`config.mk`:
```
export PLATFORM = sky130hd
export DESIGN_NAME = pwm_capture
export DESIGN_NICKNAME = d
export VERILOG_FILES = /design/src/rtl/pwm_capture.sv
export SDC_FILE = /design/constraint.sdc
export NUM_CORES = 1
export LEC_CHECK = 0
export BUFFER_PORTS_ARGS = -buffer_cell sky130_fd_sc_hd__buf_4
export CORE_ASPECT_RATIO = 1.2
export CORE_MARGIN = 3
export CORE_UTILIZATION = 45
export DETAILED_ROUTE_END_ITERATION = 8
export PLACE_DENSITY_LB_ADDON = 0.25
export RECOVER_POWER = 50
export SETUP_SLACK_MARGIN = 0.1
export SYNTH_ARGS = -nofsm -noshare
export SYNTH_HDL_FRONTEND = slang
export SYNTH_SLANG_ARGS = --single-unit
```
`constraint.sdc`:
```
create_clock -name clk -period 4.8 [get_ports clk]
set_input_delay 0.48 -clock clk [delete_from_list [all_inputs] [get_ports clk]]
set_output_delay 0.48 -clock clk [all_outputs]
set_load 0.03 [all_outputs]
```
`src/rtl/pwm_capture.sv`:
```
// PWM capture: measures period and high time of an asynchronous PWM input,
// derives the integer duty percentage with a serial divider and flags a stuck input.
module pwm_capture #(
  parameter int CNT_W   = 16,
  parameter int TIMEOUT = 1000
) (
  input  logic             clk,
  input  logic             rst,
  input  logic             pwm_in,
  output logic [CNT_W-1:0] period_out,
  output logic [CNT_W-1:0] high_out,
  output logic [6:0]       duty_pct,
  output logic             meas_valid,
  output logic             overrun,
  output logic             stuck,
  output logic             stuck_lvl
);

  localparam int NUM_W = CNT_W + 7;
  localparam int DC_W  = $clog2(NUM_W + 1);

  localparam logic [0:0] ST_IDLE = 1'b0;
  localparam logic [0:0] ST_MEAS = 1'b1;

  localparam logic [CNT_W-1:0] CNT_ONE   = CNT_W'(1'b1);
  localparam logic [CNT_W-1:0] TIMEOUT_C = CNT_W'(TIMEOUT);
  localparam logic [DC_W-1:0]  DC_ZERO   = DC_W'(1'b0);
  localparam logic [DC_W-1:0]  DC_ONE    = DC_W'(1'b1);
  localparam logic [DC_W-1:0]  STEP_LAST = DC_W'(NUM_W - 1);
  localparam logic [DC_W-1:0]  STEP_DONE = DC_W'(NUM_W);
  localparam logic [NUM_W-1:0] PCT_SCALE = NUM_W'(7'd100);

  logic             s1_q, s1_d, s2_q, s2_d, s3_q, s3_d;
  logic [0:0]       state_q, state_d;
  logic [CNT_W-1:0] per_cnt_q, per_cnt_d, hi_cnt_q, hi_cnt_d;
  logic             busy_q, busy_d;
  logic [DC_W-1:0]  div_cnt_q, div_cnt_d;
  logic [NUM_W-1:0] num_q, num_d;
  logic [CNT_W-1:0] den_q, den_d, rem_q, rem_d, res_hi_q, res_hi_d;
  logic [CNT_W-1:0] period_q, period_d, high_q, high_d;
  logic [6:0]       duty_q, duty_d;
  logic             meas_valid_q, meas_valid_d, overrun_q, overrun_d;
  logic             stuck_q, stuck_d, stuck_lvl_q, stuck_lvl_d;

  logic             rise_s, rise_next_s, close_s, accept_s;
  logic [NUM_W-1:0] prod_s, num_next_s;
  logic [CNT_W:0]   rem_shift_s, sub_s;
  logic [CNT_W-1:0] rem_next_s;
  logic             q_bit_s;

  // Synchronizer and measurement FSM next-state logic.
  always_comb begin
    s1_d        = pwm_in;
    s2_d        = s1_q;
    s3_d        = s2_q;
    rise_s      = s2_q & ~s3_q;
    state_d     = state_q;
    per_cnt_d   = per_cnt_q;
    hi_cnt_d    = hi_cnt_q;
    stuck_d     = stuck_q;
    stuck_lvl_d = stuck_lvl_q;
    close_s     = 1'b0;
    case (state_q)
      ST_IDLE: begin
        if (rise_s) begin
          state_d   = ST_MEAS;
          per_cnt_d = CNT_ONE;
          hi_cnt_d  = CNT_ONE;
          stuck_d   = 1'b0;
        end else begin
          state_d = ST_IDLE;
        end
      end
      ST_MEAS: begin
        if (rise_s) begin
          close_s   = 1'b1;
          per_cnt_d = CNT_ONE;
          hi_cnt_d  = CNT_ONE;
        end else if (per_cnt_q == TIMEOUT_C) begin
          state_d     = ST_IDLE;
          stuck_d     = 1'b1;
          stuck_lvl_d = s2_q;
        end else begin
          per_cnt_d = per_cnt_q + CNT_ONE;
          hi_cnt_d  = hi_cnt_q + {{(CNT_W-1){1'b0}}, s2_q};
        end
      end
      default: begin
        state_d = ST_IDLE;
      end
    endcase
  end

  // Restoring divider: high*100 / period, one quotient bit per cycle.
  always_comb begin
    prod_s       = NUM_W'(hi_cnt_q) * PCT_SCALE;
    rem_shift_s  = {rem_q, num_q[NUM_W-1]};
    sub_s        = rem_shift_s - {1'b0, den_q};
    q_bit_s      = ~sub_s[CNT_W];
    rem_next_s   = q_bit_s ? sub_s[CNT_W-1:0] : rem_shift_s[CNT_W-1:0];
    num_next_s   = {num_q[NUM_W-2:0], q_bit_s};
    accept_s     = close_s & (~busy_q | (div_cnt_q == STEP_DONE));
    busy_d       = busy_q;
    div_cnt_d    = div_cnt_q;
    num_d        = num_q;
    den_d        = den_q;
    rem_d        = rem_q;
    res_hi_d     = res_hi_q;
    period_d     = period_q;
    high_d       = high_q;
    duty_d       = duty_q;
    meas_valid_d = 1'b0;
    if (accept_s) begin
      busy_d    = 1'b1;
      div_cnt_d = DC_ZERO;
      num_d     = prod_s;
      den_d     = per_cnt_q;
      rem_d     = {CNT_W{1'b0}};
      res_hi_d  = hi_cnt_q;
    end else if (busy_q) begin
      if (div_cnt_q == STEP_DONE) begin
        busy_d = 1'b0;
      end else begin
        num_d     = num_next_s;
        rem_d     = rem_next_s;
        div_cnt_d = div_cnt_q + DC_ONE;
        if (div_cnt_q == STEP_LAST) begin
          meas_valid_d = 1'b1;
          period_d     = den_q;
          high_d       = res_hi_q;
          duty_d       = num_next_s[6:0];
        end else begin
          meas_valid_d = 1'b0;
        end
      end
    end else begin
      busy_d = 1'b0;
    end
  end

  // Overrun is predicted one cycle ahead (s1/s2 foretell next cycle's rise)
  // so the registered pulse lands exactly on the discarded closing cycle.
  always_comb begin
    rise_next_s = s1_q & ~s2_q;
    overrun_d   = rise_next_s & (state_d == ST_MEAS) & busy_d & (div_cnt_d != STEP_DONE);
  end

  // State registers.
  always_ff @(posedge clk or posedge rst) begin
    if (rst) begin
      s1_q         <= 1'b0;
      s2_q         <= 1'b0;
      s3_q         <= 1'b0;
      state_q      <= ST_IDLE;
      per_cnt_q    <= {CNT_W{1'b0}};
      hi_cnt_q     <= {CNT_W{1'b0}};
      busy_q       <= 1'b0;
      div_cnt_q    <= DC_ZERO;
      num_q        <= {NUM_W{1'b0}};
      den_q        <= {CNT_W{1'b0}};
      rem_q        <= {CNT_W{1'b0}};
      res_hi_q     <= {CNT_W{1'b0}};
      period_q     <= {CNT_W{1'b0}};
      high_q       <= {CNT_W{1'b0}};
      duty_q       <= 7'd0;
      meas_valid_q <= 1'b0;
      overrun_q    <= 1'b0;
      stuck_q      <= 1'b0;
      stuck_lvl_q  <= 1'b0;
    end else begin
      s1_q         <= s1_d;
      s2_q         <= s2_d;
      s3_q         <= s3_d;
      state_q      <= state_d;
      per_cnt_q    <= per_cnt_d;
      hi_cnt_q     <= hi_cnt_d;
      busy_q       <= busy_d;
      div_cnt_q    <= div_cnt_d;
      num_q        <= num_d;
      den_q        <= den_d;
      rem_q        <= rem_d;
      res_hi_q     <= res_hi_d;
      period_q     <= period_d;
      high_q       <= high_d;
      duty_q       <= duty_d;
      meas_valid_q <= meas_valid_d;
      overrun_q    <= overrun_d;
      stuck_q      <= stuck_d;
      stuck_lvl_q  <= stuck_lvl_d;
    end
  end

  assign period_out = period_q;
  assign high_out   = high_q;
  assign duty_pct   = duty_q;
  assign meas_valid = meas_valid_q;
  assign overrun    = overrun_q;
  assign stuck      = stuck_q;
  assign stuck_lvl  = stuck_lvl_q;

endmodule

```
* Word level (Yosys, flattened, before mapping)
Cells that the tools add are included.
** Storage, ports and cells
- Register bits :: 156
- Bits in latches :: 0
- Bits in writable memories :: 0
- Bits in read-only memories :: 0
- Input bits :: 3
- Output and inout bits :: 43
- Word-level logic and storage cells :: 87
- Memories :: 0
** Cells by class
- Add/subtract/negate cells :: 4
- $mul :: 1
- Div/mod/pow operators :: 0
- Order comparisons :: 0
- Equality and inequality tests :: 9
- Shift-type cells :: 0
- Mux-type cells :: 33
- Bitwise gates (word level) :: 15
- Reductions and logical operators :: 6
** Operators with widths (number)
- 16-bit two-way mux :: 9
- 23-bit two-way mux :: 3
- 16-bit one-hot mux with 2 select lines :: 2
- 16-bit by 5-bit multiplier with 21-bit output (second input constant) :: 1
- 17-bit by 16-bit subtractor with 17-bit output :: 1
- 16-bit by 1-bit adder with 16-bit output :: 1
- 16-bit by 1-bit adder with 16-bit output (second input constant) :: 1
- 16-bit by 10-bit equality test with 1-bit output (second input constant) :: 1
- 5-bit two-way mux :: 3
- 1-bit two-way mux :: 14
- 5-bit equality test (second input constant) :: 2
- 1-bit NOT :: 8
- 1-bit bitwise AND :: 6
- 2-bit inequality test (second input constant) :: 3
- 3-bit AND reduction :: 2
- 5-bit by 1-bit adder with 5-bit output (second input constant) :: 1
- 5-bit inequality test (second input constant) :: 1
- 1-bit one-hot mux with 2 select lines :: 2
- 2-bit AND reduction :: 2
- 4-bit AND reduction :: 1
- 3-bit inequality test (second input constant) :: 1
- 2-bit by 1-bit inequality test with 1-bit output (second input constant) :: 1
- 2-bit nonzero test :: 1
- 1-bit bitwise OR :: 1

* Logic depth before layout (Yosys ltp)
Gate-level depths: netlist (run 1).
- Depth after elaboration :: 8
- Mapped depth :: 14
- Gate-level depth less buffers :: 14

* Least setup slack after synthesis (run 1)
Ideal clock, no wire load.
- Kind :: flip-flop to flip-flop
- Start :: reg hi_cnt_q[3]
- End :: reg num_q[21]
- Setup time :: 119 ps
- Arrival time :: 3527 ps
- Data required time :: 4681 ps
- Path slack :: 1154 ps
- Cell stages (with the launch flop) :: 15
- Path buffers :: 0
- Period minus slack after synthesis :: 3646 ps
- Path through :: dfrtp_1 -> ha_1 -> ha_1 -> inv_1 -> fa_1 -> inv_1 -> ha_1 -> o21a_1 -> a2111oi_4 -> o311ai_1 -> or4_4 -> a311o_1 -> xnor2_1 -> o21ai_1 -> o21a_1
** Between the ends
- Longest elaborated chain between the ends :: 2
** Ends and longest elaborated chain
- start, declared :: line 35 : logic [CNT_W-1:0] per_cnt_q, per_cnt_d, hi_cnt_q, hi_cnt_d;
- start signal, assigned :: line 156 : hi_cnt_q <= {CNT_W{1'b0}};
- start signal, assigned :: line 176 : hi_cnt_q <= hi_cnt_d;
- 16-bit by 5-bit multiplier with 21-bit output :: line 96 : prod_s = NUM_W'(hi_cnt_q) * PCT_SCALE;
- 23-bit two-way mux :: line 113 : if (accept_s) begin
- end signal, assigned :: line 159 : num_q <= {NUM_W{1'b0}};
- end signal, assigned :: line 179 : num_q <= num_d;
- end, declared :: line 38 : logic [NUM_W-1:0] num_q, num_d;
Every way passes these cells.
A chain may end at the register's enable or synchronous reset.

* Worst setup path in the final report (run 1)
- Start :: reg hi_cnt_q[2]
- End :: reg num_q[19]
The elaborated chain is that of the path after synthesis.

==> flow_summary_export.csv, run 1 <==
group,metric,value,unit
hold_path,hp-start,"pwm_in",
worst_setup_path,cp-start-kind,"flop",
grt,grt_pass1_vias,6457,
logic_synthesis,yosysSeqAreaShare,0.445,
logic_synthesis,synth_cells,923,
pwr,leakagePower,4.89,nW
sta,finalCriticalPeriod,3950,ps
logic_synthesis,syn_nets,1012,
detailed_routing,ant_nets,0,
sta,fin_crit_sh,0.823,
die,start_util,0.462,
worst_setup_path,critical_path.max_fanout,5,
cts,clkSlewWorstSetupHoldPaths,70,ps
logic_synthesis,synth.distinct_cells,57,
logic_synthesis,ys_async_sr_fraction,1.00,
worst_setup_path,critPathMaxStageDelay,460,ps
logic_synthesis,synth_top_area_frac,0.445,
grt,antenna_found_initial,0,
final_layout,design_area,9920,um2
worst_setup_path,r2r_cells,11,
cts,cts_hold_buffers,0,
pwr,power_density,540,nW/um2
logic_synthesis,synth_flop_cell,"dfrtp_1",
logic_synthesis,synth_common_cells,"156 x dfrtp_1, 156 x nand2_1, 77 x inv_1, 74 x ha_1, 61 x nor2_1",
place,dpl.cell_count,1201,
cts,clockBufferDepth,2,
logic_synthesis,ys.warnings.count,0,
sta,tightest_slew,3120,ps
detailed_routing,wl_per_cell,14.8,um
sta,whs,176,ps
final_layout,layout-drive-gt1-share,0.0942,
worst_setup_path,reg2reg_to,"num_q[19]",
cts,cts_tree,"built",
detailed_routing,drc,0,
pwr,vdd_drop_max,0.302,mV
pwr,power.total,5.36,mW
place,dpl_cell_area,9400,um2
sta,relSlewSlack,-1.08,
logic_synthesis,syn_area,8780,um2
logic_synthesis,ys_ff_latch,156,
grt,grt_overflow,0,
worst_setup_path,crit_path_top_delay_cell,"fa_1",
cts,cts.sinks,156,
place,routabilityCongestion,0.820,
detailed_routing,firstDrtPassIters,4,
final_layout,fillers,1790,
logic_synthesis,synthTopCellsByArea,"dfrtp_1 44%, ha_1 11%, nand2_1 6.7%",
cts,cts_made_buffers,17,
final_layout,instances_no_fill,1233,
worst_setup_path,r2r_setup_slack,850,ps
place,port_buffers,45,
logic_synthesis,synth_edf_count,0,
grt,grt_usage,0.182,
die,die_w,133,um
sta,setup_viol,0,
worst_setup_path,worstPathArrival,4250,ps
sta,final-hold-violation-count,0,
die,dieHeight,159,um
final_layout,fin_nets,1053,
grt,grt_max_degree,84,
worst_setup_path,end_kind,"flop",
worst_setup_path,crit_buf_inv,0,
worst_setup_path,cpMostUsedCell,"ha_1",
cts,postCtsSetupBuffers,0,
final_layout,diodes,0,
status,status,"complete, but fails checks",
logic_synthesis,syn_area_per_cell,9.51,um2
sta,max_freq,0.253,GHz
detailed_routing,vias,6389,
final_layout,syn_to_final_growth,13.1,%
worst_setup_path,required,5110,ps
detailed_routing,drt-total-wl,18300,um
worst_setup_path,reg2reg_from,"hi_cnt_q[2]",
die,num_io_pins,46,
cts,htreeDepth,4,
sta,maxSlewViolCount,84,
die,die_area,21200,um2
status,violations,"max-capacitance violations, max-slew violations",
hold_path,min_path_type,"in2reg",
cts,ctsResizeCount,0,
sta,fin_setup_tns,0,ps
die,core_area,19000,um2
grt,grt_pass1_wl,31800,um
run,max-cap-violations,1,
detailed_routing,viasPerCell,5.18,
worst_setup_path,critPathKind,"reg2reg",
detailed_routing,drtIter0Drc,344,
hold_path,whs_path_depth,1,
worst_setup_path,crit_chain,"ha_1, ha_1, fa_1, ha_1, o21a_1, a2111oi_4, o311ai_1, or4_4, a41oi_2, xnor2_1, a221o_1",
die,rows,55,
place,hpwl,12700,um
sta,rsz0062_at_grt,"false",
logic_synthesis,yosysTopAreaCell,"dfrtp_1",
cts,insertion_delay,430,ps
cts,cts_root_buffer,"clkbuf_16",
hold_path,min_to,"s1_q",
sta,fin_skew,10.8,ps
worst_setup_path,path_delay_family,"adder cells",
-- flip-flops by register name (all words and copies together) (netlist names) --
signal	flops
duty_pct	7
period_out	16
overrun	1
stuck_lvl	1
high_out	16
num_q	23
den_q	16
s2_q	1
res_hi_q	16
rem_q	16
div_cnt_q	5
state_q	1
meas_valid	1
s1_q	1
per_cnt_q	16
s3_q	1
hi_cnt_q	16
busy_q	1
stuck	1
-- cells in the final DEF (no fill, tap or decap), types with 3 or more instances in the layout --
cell type / Yosys / final
o21ai_1: 28 / 27
nor2b_1: 6 / 6
o211ai_1: 4 / 4
o21a_1: 15 / 15
a21o_1: 5 / 5
mux2_1: 8 / 8
inv_1: 77 / 77
clkbuf_1: 31 / 19
a311o_1: 3 / 3
ha_1: 74 / 74
and3_1: 7 / 7
nor3_1: 16 / 16
nand3_1: 28 / 28
o21ai_0: 55 / 55
a32oi_1: 3 / 3
o21bai_1: 3 / 3
and4_1: 3 / 3
inv_6: 0 / 5
clkinv_4: 0 / 5
mux2_2: 12 / 12
buf_4: 1 / 33
nand2b_1: 4 / 4
a31oi_1: 4 / 4
xnor2_1: 27 / 27
dfrtp_1: 156 / 156
nand4_1: 10 / 10
a21oi_1: 34 / 34
xor2_1: 23 / 23
nand2_1: 156 / 156
mux2i_1: 19 / 19
nor2_1: 61 / 59
fa_1: 12 / 12
or3_1: 6 / 5
clkbuf_16: 0 / 17
-- report_power, final --
part | switching (mW) | leakage [nW] | internal (mW)
sequential | 0.231 | 2.05 | 1.63
combinational | 1.23 | 2.55 | 0.891
clock | 0.579 | 0.290 | 0.792
-- cell type report --
| cell class | count | area, um2 | area share |
|---|---|---|---|
| multi-input cells | 655 | 4460 | 0.450 |
| clock inverters | 13 | 155 | 0.0156 |
| flip-flops and latches | 156 | 3900 | 0.393 |
| clock buffers | 19 | 443 | 0.0446 |
| inverters | 79 | 297 | 0.0299 |
| repair buffers | 55 | 340 | 0.0343 |
| well taps | 256 | 320 | 0.0323 |
-- worst max path at each step --
stage / start / end / slack (ps) / cells past startpoint
2_1_floorplan: rst / busy_q / 110 / 1
3_3_place_gp: hi_cnt_q[3] / num_q[21] / 960 / 14
3_5_place_dp: hi_cnt_q[2] / num_q[21] / 880 / 12
4_1_cts: hi_cnt_q[2] / num_q[21] / 860 / 12
5_1_grt: rst / overrun / 580 / 3
6_report: hi_cnt_q[2] / num_q[19] / 850 / 11
-- kinds of logic (layout without fill, tap and decap cells) --
logic type                 Yosys count  in the layout  share of synthesized area
buffers and inverters              112            166                     0.0483
DFF                                156            156                      0.445
adders and majority gates           86             86                      0.133
muxes                               39             39                     0.0473
AOI/OAI and AO/OA                  174            174                      0.122
xor gates and xnor gates            51             51                     0.0530
and+or+nand+nor                    305            305                      0.152
-- per-layer routing --
layer / up-vias / track usage / wire length [um]
li1: 3214 / - / -
met4: 0 / 0.0613 / 271
met1: 3081 / 0.225 / 8070
met3: 24 / 0.0256 / 396
met5: - / 0 / 0
met2: 70 / 0.327 / 9530
-- per-stage QoR --
| step | utilization | setup slack (ps) |
|---|---|---|
| detailed placement | 0.495 | 885 |
| global placement | 0.495 | 957 |
| CTS | 0.526 | 861 |
| finish | 0.522 | 852 |
| global route | 0.522 | 579 |
| floorplan | - | 113 |
Note: power is estimated with default switching activity, not from simulation.
==> inputs of run 2 (changes only) <==
--- a/config.mk
+++ b/config.mk
@@ -5,6 +5,7 @@
 export SDC_FILE = /design/constraint.sdc
 export NUM_CORES = 1
 export LEC_CHECK = 0
+export ABC_AREA = 1
 export BUFFER_PORTS_ARGS = -buffer_cell sky130_fd_sc_hd__buf_4
 export CORE_ASPECT_RATIO = 1.2
 export CORE_MARGIN = 3
==> constraint.sdc (replaced) <==
create_clock -name clk -period 3.85 [get_ports clk]
set_input_delay 0.385 -clock clk [delete_from_list [all_inputs] [get_ports clk]]
set_output_delay 0.385 -clock clk [all_outputs]
set_load 0.03 [all_outputs]
==> flow_summary_export.csv, run 2 <==
group,metric,value,unit
grt,use_met3,0.0333,
worst_setup_path,critPathMaxStageDelay,490,ps
worst_setup_path,startpoint,"hi_cnt_q[9]",
cts,clockBufferDepth,2,
logic_synthesis,synthTopCellsByArea,"dfrtp_1 40%, nand2_1 15%, ha_1 9.6%",
detailed_routing,wl_per_cell,14.4,um
final_layout,fillers,2064,
cts,postCtsSetupBuffers,0,
die,die_w,140,um
grt,grt_max_degree,157,
cts,ctsResizeCount,0,
worst_setup_path,cpMostUsedCell,"nand2_1",
logic_synthesis,synth_flop_cell,"dfrtp_1",
worst_setup_path,critPathKind,"reg2reg",
worst_setup_path,crit_buf_inv,2,
grt,grt_overflow,0,
worst_setup_path,reg2reg_from,"hi_cnt_q[9]",
final_layout,syn_to_final_growth,10.4,%
worst_setup_path,crit_chain,"ha_1, ha_1, inv_1, fa_1, inv_1, ha_1, nand2_1, nor2_1, and2_1, nand2_1, nand3_1, nand3_1, nand2_1, nand2_1",
grt,grtUsageMet2,0.347,
logic_synthesis,synth_edf_count,0,
cts,cts_made_buffers,17,
sta,relSlewSlack,-0.410,
grt,met1_usage,0.254,
grt,grt_pass1_vias,7748,
detailed_routing,firstDrtPassIters,5,
cts,htreeDepth,4,
worst_setup_path,crit_path_top_delay_cell,"fa_1",
place,dp_slack,887,ps
sta,worst_slack,881,ps
logic_synthesis,synth_top_area_frac,0.403,
grt,grt_usage,0.200,
sta,final-hold-violation-count,0,
die,num_io_pins,46,
run,max-cap-violations,1,
pwr,power_density,650,nW/um2
sta,fin_crit_sh,0.771,
hold_path,min_path_type,"in2reg",
sta,rsz0062_at_grt,"false",
grt,antenna_found_initial,0,
logic_synthesis,yosysTopAreaCell,"dfrtp_1",
detailed_routing,drtIter0Drc,385,
die,core_area,21000,um2
pwr,leakagePower,5.64,nW
grt,grt_pass1_wl,38200,um
final_layout,regArea,3900,um2
worst_setup_path,required,4160,ps
logic_synthesis,yosysMostFrequentCell,"nand2_1",
worst_setup_path,critical_path.max_fanout,6,
logic_synthesis,syn_area,9690,um2
die,start_util,0.460,
die,die_area,23300,um2
place,hpwl,16600,um
status,status,"complete, but fails checks",
sta,maxSlewViolCount,157,
final_layout,final_common_cell,"nand2_1",
detailed_routing,vias,7884,
logic_synthesis,synth_cells,1241,
final_layout,top_register,"num_q",
logic_synthesis,synth.distinct_cells,46,
worst_setup_path,cp_num_cells,14,
die,dieHeight,167,um
detailed_routing,drc,0,
logic_synthesis,syn_area_per_cell,7.80,um2
hold_path,whs_path_depth,1,
cts,cts_hold_buffers,0,
cts,clkSlewWorstSetupHoldPaths,70,ps
worst_setup_path,end_kind,"flop",
pwr,vdd_drop_max,0.436,mV
worst_setup_path,cp-start-kind,"flop",
final_layout,diodes,0,
logic_synthesis,ys.warnings.count,0,
die,rows,58,
final_layout,fin_nets,1367,
grt,top_usage_layer,"met2",
worst_setup_path,r2r_cells,14,
logic_synthesis,ys_async_sr_fraction,1.00,
logic_synthesis,syn_nets,1330,
detailed_routing,viasPerCell,5.05,
cts,cts.sinks,156,
final_layout,layout-drive-gt1-share,0.0798,
final_layout,postLayoutCoreUtil,0.508,
sta,finalCriticalPeriod,2970,ps
sta,max_freq,0.337,GHz
final_layout,final_cell_mix,"383 x nand2_1, 195 x inv_1, 156 x dfrtp_1",
worst_setup_path,worstPathArrival,3280,ps
detailed_routing,drt-total-wl,22500,um
logic_synthesis,ys_ff_latch,156,
place,port_buffers,45,
hold_path,hp-start,"pwm_in",
worst_setup_path,path_delay_family,"adder cells",
sta,tightest_slew,2120,ps
sta,fin_skew,11.0,ps
sta,fin_setup_tns,0,ps
cts,cts_root_buffer,"clkbuf_16",
sta,setup_viol,0,
cts,cts_tree,"built",
logic_synthesis,synth_common_cells,"383 x nand2_1, 196 x inv_1, 156 x dfrtp_1, 79 x o21ai_0, 74 x ha_1",
final_layout,multi_input_area,4790,um2
sta,whs,92.0,ps
cts,insertion_delay,430,ps
logic_synthesis,yosysSeqAreaShare,0.403,
detailed_routing,ant_nets,0,
final_layout,largest_reg_flops,23,
place,routabilityCongestion,0.892,
status,violations,"max-capacitance violations, max-slew violations",
run 2: changes by cell type after synthesis, sizes merged, moves of 19 or more:
| cell | delta |
|---|---|
| buf | +27 |
| clkbuf | -28 |
| inv | +129 |
| mux2 | -20 |
| mux2i | -19 |
| nand2 | +240 |
| nand3 | +44 |
| o21ai | +20 |
| xnor2 | -19 |
run 2: routing by layer:
metal / vias to the layer above / routed length (um)
li1: 4006 / -
met1: 3727 / 10000
met2: 117 / 11300
met3: 34 / 629
met4: 0 / 554
met5: - / 0
run 2: cell type report:
cell class                      instances  area share
Clock inverter                         12      0.0126
Inverter                              208      0.0738
Multi-Input combinational cell        845       0.448
Sequential cell                       156       0.365
Timing Repair Buffer                   50      0.0288
Tap cell                              270      0.0316
Clock buffer                           19      0.0405
run 2: through the flow:
stage	total power [mW]	instances	area, um2
after global placement	5.32	1529	10200
final	6.95	1560	10700
after detailed placement	5.37	1529	10200
after CTS	7.06	1560	10800
after floorplan	4.70	1241	9690
after global routing	7.56	1560	10700
run 2: power by group:
| part | switching (mW) | leakage, nW | internal (mW) |
|---|---|---|---|
| Sequential | 0.260 | 2.05 | 2.04 |
| Combinational | 1.95 | 3.32 | 1.03 |
| Clock | 0.706 | 0.279 | 0.960 |
| Total | 2.92 | 5.64 | 4.03 |
run 2: worst register-to-register path: stages, from the launching register on:
cell     delay [ps]
dfrtp_1         410
ha_1            310
ha_1            290
inv_1            50
fa_1            490
inv_1            40
ha_1            390
nand2_1         130
nor2_1          190
and2_1          150
nand2_1         100
nand3_1         110
nand3_1          80
nand2_1          70
nand2_1          40
run 2: final timing paths:
| check | end | slack (ps) |
|---|---|---|
| worst max-delay path | num_q[19] | 880 |
| worst min-delay path | s1_q | 90 |
| worst max register to register | num_q[19] | 880 |
| worst min register to register | s2_q | 430 |
| max in group asynchronous | s3_q | 1790 |
| min in group asynchronous | num_q[2] | 770 |
run 2: cells by family (layout without fill, tap and decap cells):
logic type	Yosys count	count (layout)	share of synthesized area
AND/OR/NAND/NOR	564	564	0.253
buffers and inverters	240	289	0.103
AO/OA/AOI/OAI	165	165	0.0939
flip-flops	156	156	0.403
adder cells (fa/ha/maj)	86	86	0.120
XOR/XNOR	30	30	0.0271
==> inputs of run 3 (changes only) <==
--- a/config.mk
+++ b/config.mk
@@ -5,7 +5,7 @@
 export SDC_FILE = /design/constraint.sdc
 export NUM_CORES = 1
 export LEC_CHECK = 0
-export ABC_AREA = 1
+export ABC_AREA = 0
 export BUFFER_PORTS_ARGS = -buffer_cell sky130_fd_sc_hd__buf_4
 export CORE_ASPECT_RATIO = 1.2
 export CORE_MARGIN = 3
==> constraint.sdc (replaced) <==
create_clock -name clk -period 2.9 [get_ports clk]
set_input_delay 0.29 -clock clk [delete_from_list [all_inputs] [get_ports clk]]
set_output_delay 0.29 -clock clk [all_outputs]
set_load 0.03 [all_outputs]
==> flow_summary_export.csv, run 3 (same netlist as run 1, synthesis figures left out) <==
group,metric,value,unit
cts,insertion_delay,430,ps
detailed_routing,drtIter0Drc,366,
detailed_routing,drt-total-wl,19900,um
worst_setup_path,required,3230,ps
die,die_area,21200,um2
pwr,switching_power,3.64,mW
detailed_routing,firstDrtPassIters,6,
final_layout,fin_nets,1135,
status,status,"complete, but fails checks",
grt,antenna_found_initial,0,
worst_setup_path,critPathMaxStageDelay,460,ps
grt,grt_usage,0.192,
final_layout,postLayoutCoreUtil,0.582,
final_layout,layout-drive-gt1-share,0.210,
sta,tightest_slew,1500,ps
place,port_buffers,45,
sta,maxSlewViolCount,0,
sta,fin_skew,9.52,ps
worst_setup_path,crit_chain,"ha_1, ha_4, fa_1, ha_4, a211o_1, a2111oi_4, o311ai_2, or4_4, a311o_1, xnor2_1, o21ai_1, o21a_1",
grt,grt_overflow,0,
place,dp_slack,-768,ps
status,violations,"max-capacitance violations, negative setup slack",
sta,finalCriticalPeriod,3670,ps
die,die_w,133,um
worst_setup_path,reg2reg_to,"num_q[21]",
pwr,vdd_drop_max,0.645,mV
final_layout,final_common_cell,"dfrtp_1",
grt,grt_pass1_wl,33700,um
grt,grt_max_degree,95,
die,rows,55,
sta,rsz0062_at_grt,"true",
pwr,p_sw_frac,0.361,
hold_path,min_to,"s2_q",
worst_setup_path,critical_path.max_fanout,3,
hold_path,min_path_type,"reg2reg",
sta,worst_slack,-773,ps
detailed_routing,vias,6822,
worst_setup_path,worstPathArrival,4000,ps
cts,cts.sinks,156,
final_layout,largest_reg_flops,23,
worst_setup_path,reg2reg_from,"hi_cnt_q[2]",
place,dpl.cell_count,1263,
cts,cts_made_buffers,17,
final_layout,multi_input_area,4770,um2
hold_path,hp-start,"s1_q",
sta,final-hold-violation-count,0,
die,core_area,19000,um2
final_layout,regArea,3900,um2
die,num_io_pins,46,
worst_setup_path,r2r_cells,12,
final_layout,top_register,"num_q",
sta,setup_viol,11,
sta,max_freq,0.272,GHz
detailed_routing,ant_nets,0,
place,routabilityCongestion,0.819,
worst_setup_path,crit_path_top_delay_cell,"or4_4",
worst_setup_path,cpMostUsedCell,"ha_4",
final_layout,instances_no_fill,1315,
worst_setup_path,r2r_setup_slack,-770,ps
run,max-cap-violations,1,
sta,fin_crit_sh,1.27,
cts,clkSlewWorstSetupHoldPaths,70,ps
sta,whs,427,ps
worst_setup_path,end_kind,"flop",
cts,clockBufferDepth,2,
die,start_util,0.462,
cts,cts_tree,"built",
pwr,pwr-share-comb,0.430,
die,dieHeight,159,um
detailed_routing,wl_per_cell,15.1,um
worst_setup_path,critPathKind,"reg2reg",
final_layout,fillers,1671,
final_layout,syn_to_final_growth,26.0,%
final_layout,final_cell_mix,"156 x dfrtp_1, 153 x nand2_1, 107 x buf_4",
worst_setup_path,cp-start-kind,"flop",
detailed_routing,drc,0,
cts,htreeDepth,4,
hold_path,whs_path_depth,0,
pwr,leakagePower,5.40,nW
pwr,sequentialPowerShare,0.305,
worst_setup_path,path_delay_family,"compound AO/OA/AOI/OAI gates",
grt,grt_pass1_vias,7069,
place,hpwl,13200,um
cts,cts_root_buffer,"clkbuf_16",
pwr,p_clk_frac,0.265,
final_layout,diodes,0,
pwr,power_density,912,nW/um2
pwr,cellInternalPower,6.45,mW
worst_setup_path,crit_buf_inv,0,
detailed_routing,viasPerCell,5.19,
sta,relSlewSlack,0.00105,
-- run 3: cell count changes in the layout (fill, tap and decap cells not counted), sizes merged, moves of 19 or more --
cell,delta
xnor2,+19
buf,+89
nand2,-240
inv,-133
nand3,-44
o21ai,-20
mux2i,+19
mux2,+20
-- run 3: area by class of cell --
cell class,count,area share
clock inverters,13,0.0235
well taps,256,0.0290
repair buffers,137,0.0961
multi-input cells,655,0.431
clock buffers,19,0.0401
flip-flops and latches,156,0.353
inverters,79,0.0269
-- run 3: repair_timing --
item	CTS	global route
hold buffers	2	0
buffers inserted	11	7
cloned	0	1
setup endpoints to repair	13	30
endpoints found under the hold margin	43	0
gates resized for setup	38	18
pin swaps	27	10
-- run 3: worst max-delay path by stage --
stage,start,to,slack (ps),cells after the start
CTS,hi_cnt_q[2],num_q[21],-760,12
detailed placement,hi_cnt_q[2],num_q[21],-770,12
floorplan,hi_cnt_q[2],num_q[21],-620,12
global route,hi_cnt_q[2],num_q[21],-910,12
global placement,hi_cnt_q[2],num_q[21],-750,12
finish,hi_cnt_q[2],num_q[21],-770,12
-- run 3: power by group through the flow --
stage,logic (mW),registers (mW),clock network [mW]
2_1_floorplan,2.67,3.18,0
3_3_place_gp,3.77,3.10,0
3_5_place_dp,3.84,3.11,0
4_1_cts,4.01,3.07,2.72
5_1_grt,4.81,3.14,2.83
6_report,4.33,3.08,2.68
-- run 3: metal layers --
metal	up-vias	GRT usage	part of all wire
li1	3386	-	-
met1	3319	0.232	0.43
met2	85	0.349	0.53
met3	32	0.0360	0.025
met4	0	0.0524	0.017
met5	-	0	0
-- run 3: per-stage QoR --
stage	TNS (ps)	total power, mW	cell area (um2)
6_report	-4290	10.1	11100
5_1_grt	-5950	10.8	11100
3_3_place_gp	-4400	6.87	9980
3_5_place_dp	-4820	6.95	9980
2_1_floorplan	-2460	5.85	8840
4_1_cts	-3950	9.80	10900
